### src/rtl/vga_timing_pkg.sv
// Shared VGA 640x480@60 raster timing constants and text-grid geometry.
package vga_timing_pkg;

    localparam int POS_W = 10;

    localparam int H_DISPLAY_DEF = 640;
    localparam int H_FRONT_DEF   = 16;
    localparam int H_SYNC_DEF    = 96;
    localparam int H_BACK_DEF    = 48;
    localparam int V_DISPLAY_DEF = 480;
    localparam int V_BOTTOM_DEF  = 10;
    localparam int V_SYNC_DEF    = 2;
    localparam int V_TOP_DEF     = 33;

    localparam int H_TOTAL = H_DISPLAY_DEF + H_FRONT_DEF + H_SYNC_DEF + H_BACK_DEF;
    localparam int V_TOTAL = V_DISPLAY_DEF + V_BOTTOM_DEF + V_SYNC_DEF + V_TOP_DEF;

    localparam int HSYNC_START = H_DISPLAY_DEF + H_FRONT_DEF;
    localparam int HSYNC_END   = HSYNC_START + H_SYNC_DEF - 1;
    localparam int VSYNC_START = V_DISPLAY_DEF + V_BOTTOM_DEF;
    localparam int VSYNC_END   = VSYNC_START + V_SYNC_DEF - 1;

    localparam int TEXT_COLS = 80;
    localparam int TEXT_ROWS = 30;
    localparam int CELL_W    = 8;
    localparam int CELL_H    = 16;

    // Converts an active-high window decode into the pin level.
    function automatic logic sync_level(input logic active, input bit active_low);
        return active ^ active_low;
    endfunction

endpackage

### src/rtl/vga_sync_core_if.sv
// Raster timing outputs of vga_sync_core as seen by the text pipeline.
interface vga_sync_core_if;
    import vga_timing_pkg::*;

    logic             pix_tick;
    logic             hsync;
    logic             vsync;
    logic             display_on;
    logic [POS_W-1:0] hpos;
    logic [POS_W-1:0] vpos;
    logic [6:0]       text_col;
    logic [4:0]       text_row;
    logic [2:0]       xofs;
    logic [3:0]       yofs;
    logic             line_end;
    logic             frame_end;

    modport master (
        output pix_tick, hsync, vsync, display_on, hpos, vpos,
               text_col, text_row, xofs, yofs, line_end, frame_end
    );

    modport slave (
        input pix_tick, hsync, vsync, display_on, hpos, vpos,
              text_col, text_row, xofs, yofs, line_end, frame_end
    );

endinterface

### src/rtl/pixel_prescaler.sv
// Free-running 2^N divider; tick is high for the one clk where the count is all ones.
module pixel_prescaler #(
    parameter int N = 2
) (
    input  logic clk,
    input  logic reset,
    output logic tick
);

    logic [N-1:0] cnt_q;
    logic [N-1:0] cnt_d;

    always_comb begin
        cnt_d = cnt_q + 1'b1;
    end

    always_ff @(posedge clk or negedge reset) begin
        if (!reset) begin
            cnt_q <= '0;
        end else begin
            cnt_q <= cnt_d;
        end
    end

    assign tick = &cnt_q;

endmodule

### src/rtl/vga_sync_core.sv
// Horizontal/vertical raster counters with sync, display-enable and text-cell decode.
module vga_sync_core
    import vga_timing_pkg::*;
#(
    parameter int PRESCALE_N      = 2,
    parameter int H_DISPLAY       = H_DISPLAY_DEF,
    parameter int H_FRONT         = H_FRONT_DEF,
    parameter int H_SYNC          = H_SYNC_DEF,
    parameter int H_BACK          = H_BACK_DEF,
    parameter int V_DISPLAY       = V_DISPLAY_DEF,
    parameter int V_BOTTOM        = V_BOTTOM_DEF,
    parameter int V_SYNC          = V_SYNC_DEF,
    parameter int V_TOP           = V_TOP_DEF,
    parameter bit SYNC_ACTIVE_LOW = 1'b1
) (
    input  logic             clk,
    input  logic             reset,
    vga_sync_core_if.master  vga
);

    localparam logic [POS_W-1:0] H_LAST   = POS_W'(H_DISPLAY + H_FRONT + H_SYNC + H_BACK - 1);
    localparam logic [POS_W-1:0] V_LAST   = POS_W'(V_DISPLAY + V_BOTTOM + V_SYNC + V_TOP - 1);
    localparam logic [POS_W-1:0] H_VIS    = POS_W'(H_DISPLAY);
    localparam logic [POS_W-1:0] V_VIS    = POS_W'(V_DISPLAY);
    localparam logic [POS_W-1:0] HS_FIRST = POS_W'(H_DISPLAY + H_FRONT);
    localparam logic [POS_W-1:0] HS_LAST  = POS_W'(H_DISPLAY + H_FRONT + H_SYNC - 1);
    localparam logic [POS_W-1:0] VS_FIRST = POS_W'(V_DISPLAY + V_BOTTOM);
    localparam logic [POS_W-1:0] VS_LAST  = POS_W'(V_DISPLAY + V_BOTTOM + V_SYNC - 1);

    logic             pix_tick;
    logic [POS_W-1:0] hpos_q, hpos_d;
    logic [POS_W-1:0] vpos_q, vpos_d;
    logic             h_last;
    logic             v_last;
    logic             hs_act;
    logic             vs_act;

    pixel_prescaler #(
        .N (PRESCALE_N)
    ) u_prescaler (
        .clk   (clk),
        .reset (reset),
        .tick  (pix_tick)
    );

    assign h_last = (hpos_q == H_LAST);
    assign v_last = (vpos_q == V_LAST);

    // vpos steps on the same edge that wraps hpos.
    always_comb begin
        hpos_d = hpos_q;
        vpos_d = vpos_q;
        if (pix_tick) begin
            if (h_last) begin
                hpos_d = '0;
                vpos_d = v_last ? '0 : vpos_q + 1'b1;
            end else begin
                hpos_d = hpos_q + 1'b1;
            end
        end
    end

    always_ff @(posedge clk or negedge reset) begin
        if (!reset) begin
            hpos_q <= '0;
            vpos_q <= '0;
        end else begin
            hpos_q <= hpos_d;
            vpos_q <= vpos_d;
        end
    end

    assign hs_act = (hpos_q >= HS_FIRST) && (hpos_q <= HS_LAST);
    assign vs_act = (vpos_q >= VS_FIRST) && (vpos_q <= VS_LAST);

    assign vga.pix_tick   = pix_tick;
    assign vga.hsync      = sync_level(hs_act, SYNC_ACTIVE_LOW);
    assign vga.vsync      = sync_level(vs_act, SYNC_ACTIVE_LOW);
    assign vga.display_on = (hpos_q < H_VIS) && (vpos_q < V_VIS);
    assign vga.hpos       = hpos_q;
    assign vga.vpos       = vpos_q;
    // Cell fields are raw bit slices; outside the visible area they are meaningless.
    assign vga.text_col   = hpos_q[9:3];
    assign vga.text_row   = vpos_q[8:4];
    assign vga.xofs       = hpos_q[2:0];
    assign vga.yofs       = vpos_q[3:0];
    assign vga.line_end   = pix_tick & h_last;
    assign vga.frame_end  = pix_tick & h_last & v_last;

endmodule

### src/flat_wrapper.sv
// flat-port wrapper written by rule: the top's interface ports become plain ports
module vga_sync_core_flat import vga_timing_pkg::*;
#(
    parameter int PRESCALE_N      = 2,
    parameter int H_DISPLAY       = H_DISPLAY_DEF,
    parameter int H_FRONT         = H_FRONT_DEF,
    parameter int H_SYNC          = H_SYNC_DEF,
    parameter int H_BACK          = H_BACK_DEF,
    parameter int V_DISPLAY       = V_DISPLAY_DEF,
    parameter int V_BOTTOM        = V_BOTTOM_DEF,
    parameter int V_SYNC          = V_SYNC_DEF,
    parameter int V_TOP           = V_TOP_DEF,
    parameter bit SYNC_ACTIVE_LOW = 1'b1
)
  (clk, reset, vga_pix_tick, vga_hsync, vga_vsync, vga_display_on, vga_hpos, vga_vpos, vga_text_col, vga_text_row, vga_xofs, vga_yofs, vga_line_end, vga_frame_end);
  vga_sync_core_if vga_i ();
  input  logic clk;
  input  logic reset;
  output wire logic [$bits(vga_i.pix_tick)-1:0] vga_pix_tick;
  output wire logic [$bits(vga_i.hsync)-1:0] vga_hsync;
  output wire logic [$bits(vga_i.vsync)-1:0] vga_vsync;
  output wire logic [$bits(vga_i.display_on)-1:0] vga_display_on;
  output wire logic [$bits(vga_i.hpos)-1:0] vga_hpos;
  output wire logic [$bits(vga_i.vpos)-1:0] vga_vpos;
  output wire logic [$bits(vga_i.text_col)-1:0] vga_text_col;
  output wire logic [$bits(vga_i.text_row)-1:0] vga_text_row;
  output wire logic [$bits(vga_i.xofs)-1:0] vga_xofs;
  output wire logic [$bits(vga_i.yofs)-1:0] vga_yofs;
  output wire logic [$bits(vga_i.line_end)-1:0] vga_line_end;
  output wire logic [$bits(vga_i.frame_end)-1:0] vga_frame_end;
  assign vga_pix_tick = vga_i.pix_tick;
  assign vga_hsync = vga_i.hsync;
  assign vga_vsync = vga_i.vsync;
  assign vga_display_on = vga_i.display_on;
  assign vga_hpos = vga_i.hpos;
  assign vga_vpos = vga_i.vpos;
  assign vga_text_col = vga_i.text_col;
  assign vga_text_row = vga_i.text_row;
  assign vga_xofs = vga_i.xofs;
  assign vga_yofs = vga_i.yofs;
  assign vga_line_end = vga_i.line_end;
  assign vga_frame_end = vga_i.frame_end;
  vga_sync_core #(.PRESCALE_N(PRESCALE_N), .H_DISPLAY(H_DISPLAY), .H_FRONT(H_FRONT), .H_SYNC(H_SYNC), .H_BACK(H_BACK), .V_DISPLAY(V_DISPLAY), .V_BOTTOM(V_BOTTOM), .V_SYNC(V_SYNC), .V_TOP(V_TOP), .SYNC_ACTIVE_LOW(SYNC_ACTIVE_LOW)) u_core (.clk(clk), .reset(reset), .vga(vga_i));
endmodule
### config.mk
export PLATFORM = sky130hd
export DESIGN_NAME = vga_sync_core_flat
export DESIGN_NICKNAME = d
export VERILOG_FILES = /design/src/rtl/vga_timing_pkg.sv /design/src/rtl/vga_sync_core_if.sv /design/src/rtl/pixel_prescaler.sv /design/src/rtl/vga_sync_core.sv /design/src/flat_wrapper.sv
export SDC_FILE = /design/constraint.sdc
export NUM_CORES = 1
export LEC_CHECK = 0
export CORE_MARGIN = 2
export CORE_UTILIZATION = 44
export DETAILED_ROUTE_END_ITERATION = 16
export GPL_ROUTABILITY_DRIVEN = 0
export PLACE_DENSITY = 0.79
export SLEW_MARGIN = 5
export SYNTH_ARGS = -nofsm -noshare
export SYNTH_HDL_FRONTEND = slang
export SYNTH_SLANG_ARGS = --single-unit
### constraint.sdc
create_clock -name clk -period 2.4 [get_ports clk]
set_clock_uncertainty 0.05 [all_clocks]
set_input_delay 0.48 -clock clk [delete_from_list [all_inputs] [get_ports clk]]
set_output_delay 0.48 -clock clk [all_outputs]
set_load 0.005 [all_outputs]
==> summary.md, run 1 <==
| Metric | Value |
|---|---|
| Distinct cells, synth | `29` |
| Initial DRC Count | `64` |
| WL/cell | `15.4 µm` |
| Pwr dens | `313 nW/µm²` |
| Dpl hpwl | `2.22 mm` |
| Nets | `189` |
| Worst path cell trace | `ha_2 > and4_4 > nand3_4 > buf_4 > nor2_2 > dlygate4sd2_1` |
| CP max FO | `6` |
| Post-Syn Nets | `137` |
| Crit path largest cell delay | `380 ps` |
| Top-count cell post-synth | `dfrtp_1` |
| Via Count | `1,159` |
| Antenna fix cells | `0` |
| F_max | `436 MHz` |
| Flops & latches, synth | `22` |
| Largest net degree at the start of global routing | `23` |
| Cell taking the most area after synthesis | `dfrtp_1` |
| Dominant cells by area after synthesis | `dfrtp_1 (42%), buf_4 (11%), xor2_1 (5.4%), ha_1 (4.8%), nand3_1 (3.9%)` |
| Die X | `58.3 µm` |
| Fill cells | `204` |
| Synth Warn # | `0` |
| Root Buffer | `clkbuf_4` |
| Initial antenna violation count | `0` |
| Hold_ws | `394 ps` |
| Vias in the first global route | `1,062` |
| Status | `completed` |
| Seq/Total Area, Yosys | `42.5%` |
| Maxcap violations | `0` |
| Full die area | `3400 µm²` |
| Tot GR Track Use | `19.0%` |
| First-pass detailed-route iteration total | `4` |
| H-tree levels | `1` |
| Layout cells sized above 1 | `23.2%` |
| CTS clk-pin slew, worst paths | `120 ps` |
| CTS max path bufs | `2` |
| Antenna Violating Nets Remaining | `0` |
| Pwr Total | `588 µW` |
| Max Slew Vio Count | `0` |
| Worst skew pair latency | `310 ps` |
| Setup TNS | `0 ps` |
| Crit share post-route | `95.6%` |
| Row count | `19` |
| Die H | `58.3 µm` |
| Routed vias/inst | `5.47` |
| Post-synth top cells | `dfrtp_1 (22), buf_4 (19), nand3_1 (10)` |
| Rel. slew slack | `81.2%` |
| CP arrival | `1760 ps` |
| Average size of a mapped cell | `9.97 µm²` |
| Top cell type's share of synthesized area | `42.5%` |
| Total CTS buffers | `3` |
| Path category of the worst min-delay check | `reg -> reg` |
| Final min period | `2290 ps` |
| Core Area | `2780 µm²` |
| Grt ovf | `0` |
| Worst-margin pin slew | `282 ps` |
| Post-synth top flop | `dfrtp_1` |
| First-pass GRT wire length | `4.91 mm` |
| Ys async rst share | `100%` |
| Initial Util | `46.6%` |
| Post-place setup slack | `133 ps` |
| Residual DRC | `0` |
| Final WL | `3.26 mm` |
| Worst Path Class, Setup | `reg -> out` |
| Type of origin of the critical path | `flip-flop` |
| Worst VDD drop | `0.000221 V` |
| Slowest-stage cell, CP | `dfrtp_1` |
| IO Pins | `47` |
| Critical Path RT | `1870 ps` |
| P&R area growth vs syn | `45.2%` |
| Critical path endpoint category | `primary output` |
| Final hold vios | `0` |
| Leakage | `0.000855 µW` |
| Num Clock Sinks | `22` |
| Post-synth EDFFs | `0` |
| Number of I/O port buffers | `46` |
| Final setup viols | `0` |
| Synth Instances | `130` |
| Mapped cell area | `1300 µm²` |
| TritonCTS clock tree | `built` |
| Final setup margin | `105 ps` |
## placed cells by master, fill, tap and decap left out, types with 3 or more instances in the layout
cell type and n:
and3_1 3, buf_4 21, clkbuf_4 3, clkdlybuf4s50_1 43
dfrtp_1 16, dfrtp_2 6, ha_1 3, inv_1 7
nand2_1 7, nand3_1 10, nand4_1 8, nor2_1 6
nor3_1 3, o21ai_0 5, xnor2_1 4, xor2_1 8
## registers in the layout (all words and copies together) (netlist names)
name	cells
u_core.u_prescaler.cnt_q	2
u_core.vga.hpos	10
u_core.vga.vpos	10
## stage by stage
stage	instance area (µm²)	util, %	cells
floorplan	1300	-	130
global placement	1720	61.7	197
detailed placement	1720	61.7	197
CTS	1820	65.5	208
global route	1880	67.7	212
finish	1880	67.7	212
## worst max-delay path: cells and delay by family (launching register included)
kind,cells,cell delay [ps]
AND/OR/NAND/NOR,3,480
buffers and inverters,2,420
flip-flops,1,380
adder cells (fa/ha/maj),1,180
## power breakdown
| group | total (µW) | switching, µW | internal, µW |
|---|---|---|---|
| Sequential | 371 | 0 | 371 |
| Clock | 208 | 115 | 92.8 |
| Combinational | 9.57 | 7.08 | 2.49 |
| Total | 588 | 122 | 466 |
## cell families after synthesis
family	synth area share [%]
flip-flops	42.5
XOR/XNOR	8.11
buffers and inverters	14.2
adder cells (fa/ha/maj)	4.83
AND/OR/NAND/NOR	24.4
multiplexers	1.54
AO/OA/AOI/OAI	4.44
## worst paths after layout
check | slack (ps) | cells past startpoint | startpoint | endpoint
setup / recovery | 110 | 6 | u_core.u_prescaler.cnt_q[0] | vga_frame_end
hold / removal | 390 | 1 | u_core.u_prescaler.cnt_q[0] | u_core.u_prescaler.cnt_q[0]
setup reg to reg | 500 | 6 | u_core.u_prescaler.cnt_q[0] | u_core.vga.vpos[9]
hold reg to reg | 390 | 1 | u_core.u_prescaler.cnt_q[0] | u_core.u_prescaler.cnt_q[0]
max in group asynchronous | 1610 | 2 | reset | u_core.vga.hpos[5]
min in group asynchronous | 450 | 2 | reset | u_core.vga.vpos[3]
## metal layers
metal | track usage, % | up-vias | share of wire [%]
met5 | 0 | - | 0
met2 | 30.5 | 59 | 49
li1 | - | 534 | -
met3 | 3.35 | 13 | 6.7
met4 | 7.97 | 0 | 2.1
met1 | 25.2 | 553 | 42
## area by class of cell
| cell class | count | area, µm² | share of cell area [%] |
|---|---|---|---|
| multi-input combinational | 80 | 594 | 31.6 |
| sequential | 22 | 558 | 29.7 |
| timing repair buffer | 67 | 622 | 33.0 |
| clock buffer | 4 | 36.3 | 1.93 |
| tap | 31 | 38.8 | 2.06 |
| inverter | 8 | 32.5 | 1.73 |
## timing repair
action / 4_1_cts / 5_1_grt
hold buffers: 0 / 0
endpoints found under the setup margin: 4 / 4
gates resized for setup: 9 / 9
setup buffers: 7 / 4
pin swaps: 2 / 1
Power figures use the tool's default switching activity.
==> run 2, diff against run 1 <==
--- a/config.mk
+++ b/config.mk
@@ -5,8 +5,10 @@
 export SDC_FILE = /design/constraint.sdc
 export NUM_CORES = 1
 export LEC_CHECK = 0
+export CAP_MARGIN = 20
 export CORE_MARGIN = 2
 export CORE_UTILIZATION = 44
+export CTS_CLUSTER_DIAMETER = 150
 export DETAILED_ROUTE_END_ITERATION = 16
 export GPL_ROUTABILITY_DRIVEN = 0
 export PLACE_DENSITY = 0.79
==> results of run 2 <==
The final DEF is identical to that of run 1; final timing and power are the same.
==> run 3, diff against run 2 <==
--- a/config.mk
+++ b/config.mk
@@ -5,8 +5,7 @@
 export SDC_FILE = /design/constraint.sdc
 export NUM_CORES = 1
 export LEC_CHECK = 0
-export CAP_MARGIN = 20
-export CORE_MARGIN = 2
+export CORE_MARGIN = 4
 export CORE_UTILIZATION = 44
 export CTS_CLUSTER_DIAMETER = 150
 export DETAILED_ROUTE_END_ITERATION = 16
==> run 3 against run 2 <==
Effect of this change:
- sequential share of layout area rose by 1.0 points
- final cell count fell by 2.4%
- count of clock-buffer cells in the layout did not move
- clock power is 4% lower
- hold slack worse by 12 ps
- design area down 3.3%
- power shrank 1.4%
- critical path type unchanged
- critical endpoint is now vga_line_end
- highest routed layer unchanged
==> summary.md, run 3 (synthesis gave the netlist of run 1 again) <==
| Metric | Value |
|---|---|
| P&R area growth vs syn | `40.3% (was 45.2%)` |
| WL/cell | `14.6 µm (was 15.4 µm)` |
| IO Pins | `47 (unchanged)` |
| Final setup viols | `0 (unchanged)` |
| FF-to-FF Start | `u_core.u_prescaler.cnt_q[0] (unchanged)` |
| Antenna Violating Nets Remaining | `0 (unchanged)` |
| CTS max path bufs | `2 (unchanged)` |
| Critical Path RT | `1870 ps (about the same)` |
| Layout cells sized above 1 | `19.3% (was 23.2%)` |
| Leakage | `0.000803 µW (was 0.000855 µW)` |
| Pwr Total | `580 µW (was 588 µW)` |
| Residual DRC | `0 (unchanged)` |
| Number of I/O port buffers | `46 (unchanged)` |
| Worst skew pair latency | `310 ps (about the same)` |
| Clock share of power | `34.5% (was 35.4%)` |
| Net Switching | `114 µW (was 122 µW)` |
| Root Buffer | `clkbuf_4 (unchanged)` |
| Initial Util | `46.6% (unchanged)` |
| First-pass detailed-route iteration total | `4 (unchanged)` |
| Initial antenna violation count | `0 (unchanged)` |
| Final core utilization | `65.4% (was 67.7%)` |
| Most frequent cells in the layout | `clkdlybuf4s50_1 (43), buf_4 (16), dfrtp_1 (16) (was clkdlybuf4s50_1 (43), buf_4 (21), dfrtp_1 (16))` |
| Worst VDD drop | `0.000402 V (was 0.000221 V)` |
| Num Clock Sinks | `22 (unchanged)` |
| H-tree levels | `1 (unchanged)` |
| Rel. slew slack | `82.7% (was 81.2%)` |
| Via Count | `1,092 (was 1,159)` |
| CP max FO | `7 (was 6)` |
| Post-CTS Hold Fix Bufs | `0 (unchanged)` |
| Grt ovf | `0 (unchanged)` |
| Combinational share of power | `1.6% (about the same)` |
| Max Slew Vio Count | `0 (unchanged)` |
| Pwr dens | `319 nW/µm² (was 313 nW/µm²)` |
| Path category of the worst min-delay check | `reg -> reg (unchanged)` |
| R2R depth | `5 (was 6)` |
| Hold Path Sink | `u_core.u_prescaler.cnt_q[0] (unchanged)` |
| Unrepaired setup endpoints after global routing | `true` |
| Antenna fix cells | `0 (unchanged)` |
| Final min period | `2340 ps (was 2290 ps)` |
| Total CTS buffers | `3 (unchanged)` |
| CP arrival | `1810 ps (was 1760 ps)` |
| Pint | `466 µW (about the same)` |
| Die X | `62.3 µm (was 58.3 µm)` |
| Hold path start | `u_core.u_prescaler.cnt_q[0] (unchanged)` |
| Worst Path Class, Setup | `reg -> out (unchanged)` |
| Largest net degree at the start of global routing | `23 (unchanged)` |
| Type of origin of the critical path | `flip-flop (unchanged)` |
| Core Area | `2780 µm² (unchanged)` |
| Most common cell after layout, fill and taps aside | `clkdlybuf4s50_1 (unchanged)` |
| F_max | `428 MHz (was 436 MHz)` |
| Tot GR Track Use | `16.0% (was 19.0%)` |
| Register share of total power | `63.9% (was 63.0%)` |
| Full die area | `3880 µm² (was 3400 µm²)` |
| Crit share post-route | `97.4% (was 95.6%)` |
| Routed vias/inst | `5.28 (was 5.47)` |
| Reg2Reg Setup Slack | `670 ps (was 500 ps)` |
| Vias in the first global route | `1,072 (was 1,062)` |
| R2r endpoint | `u_core.vga.vpos[9] (unchanged)` |
| Initial DRC Count | `34 (was 64)` |
| Final hold vios | `0 (unchanged)` |
| Die H | `62.3 µm (was 58.3 µm)` |
| First-pass GRT wire length | `5.13 mm (was 4.91 mm)` |
| Status | `completed (unchanged)` |
| Nets | `184 (was 189)` |
| Critical path endpoint category | `primary output (unchanged)` |
| Worst-margin pin slew | `255 ps (was 282 ps)` |
| Final WL | `3.03 mm (was 3.26 mm)` |
| Hold Path Cell Cnt | `1 (unchanged)` |
| CTS clk-pin slew, worst paths | `110 ps (was 120 ps)` |
| Maxcap violations | `0 (unchanged)` |
| Row count | `19 (unchanged)` |
| Sw Ratio | `19.7% (was 20.8%)` |
| TritonCTS clock tree | `built (unchanged)` |
| Dpl hpwl | `2.26 mm (was 2.22 mm)` |
==> run 3: area by class of cell <==
cell class | instances | area [µm²]
flip-flops and latches | 22 | 558
well taps | 31 | 38.8
repair buffers | 62 | 584
inverters | 8 | 30.0
clock buffers | 4 | 36.3
fillers | 225 | 962
multi-input cells | 80 | 572
==> run 3: worst max path at each step <==
stage | slack [ps] | endpoint | from | cells after the start
floorplan | 610 | vga_line_end | u_core.u_prescaler.cnt_q[0] | 5
global placement | 230 | vga_frame_end | u_core.vga.vpos[0] | 6
detailed placement | 150 | vga_frame_end | u_core.vga.vpos[0] | 6
CTS | 0.2 | vga_display_on | u_core.vga.vpos[5] | 4
global route | -30 | vga_line_end | u_core.u_prescaler.cnt_q[0] | 5
finish | 60 | vga_line_end | u_core.u_prescaler.cnt_q[0] | 5
==> run 3: power groups by stage <==
stage	Clock, µW	Sequential [µW]	Combinational [µW]
floorplan	0	378	0.000357
global placement	0	378	9.94
detailed placement	0	378	10.1
CTS	206	371	10.1
global route	224	371	11.1
finish	200	370	9.23
==> run 3: worst max-delay path: stages (launching register included) <==
cell and delay (ps):
dfrtp_1 370, ha_2 190, and4_4 250, nand3_4 120, clkinv_1 80, clkdlybuf4s50_1 500
==> run 3: stage by stage <==
stage               cells  cell area, µm²  hold slack [ps]  setup WS (ps)  TNS (ps)
CTS                   205            1790              384          0.242         0
finish                207            1820              382           63.0         0
floorplan             130            1300              134            606         0
global route          207            1820              409          -25.6     -25.6
detailed placement    196            1710              367            146         0
global placement      196            1710              364            228         0
==> run 3: routing by layer <==
layer / GRT usage, % / part of all wire [%] / routed length [µm]
met5: 0 / 0 / 0
met4: 4.51 / 1.2 / 36
met3: 5.05 / 4.4 / 134
met2: 27.2 / 52 / 1560
met1: 19.2 / 43 / 1300
==> run 3: what timing repair did <==
item                                    in CTS  in global routing
gates resized for setup                      4                  9
pin swaps                                    2                  1
cloned                                       0                  0
buffers inserted                             5                  2
endpoints found under the setup margin       4                  5
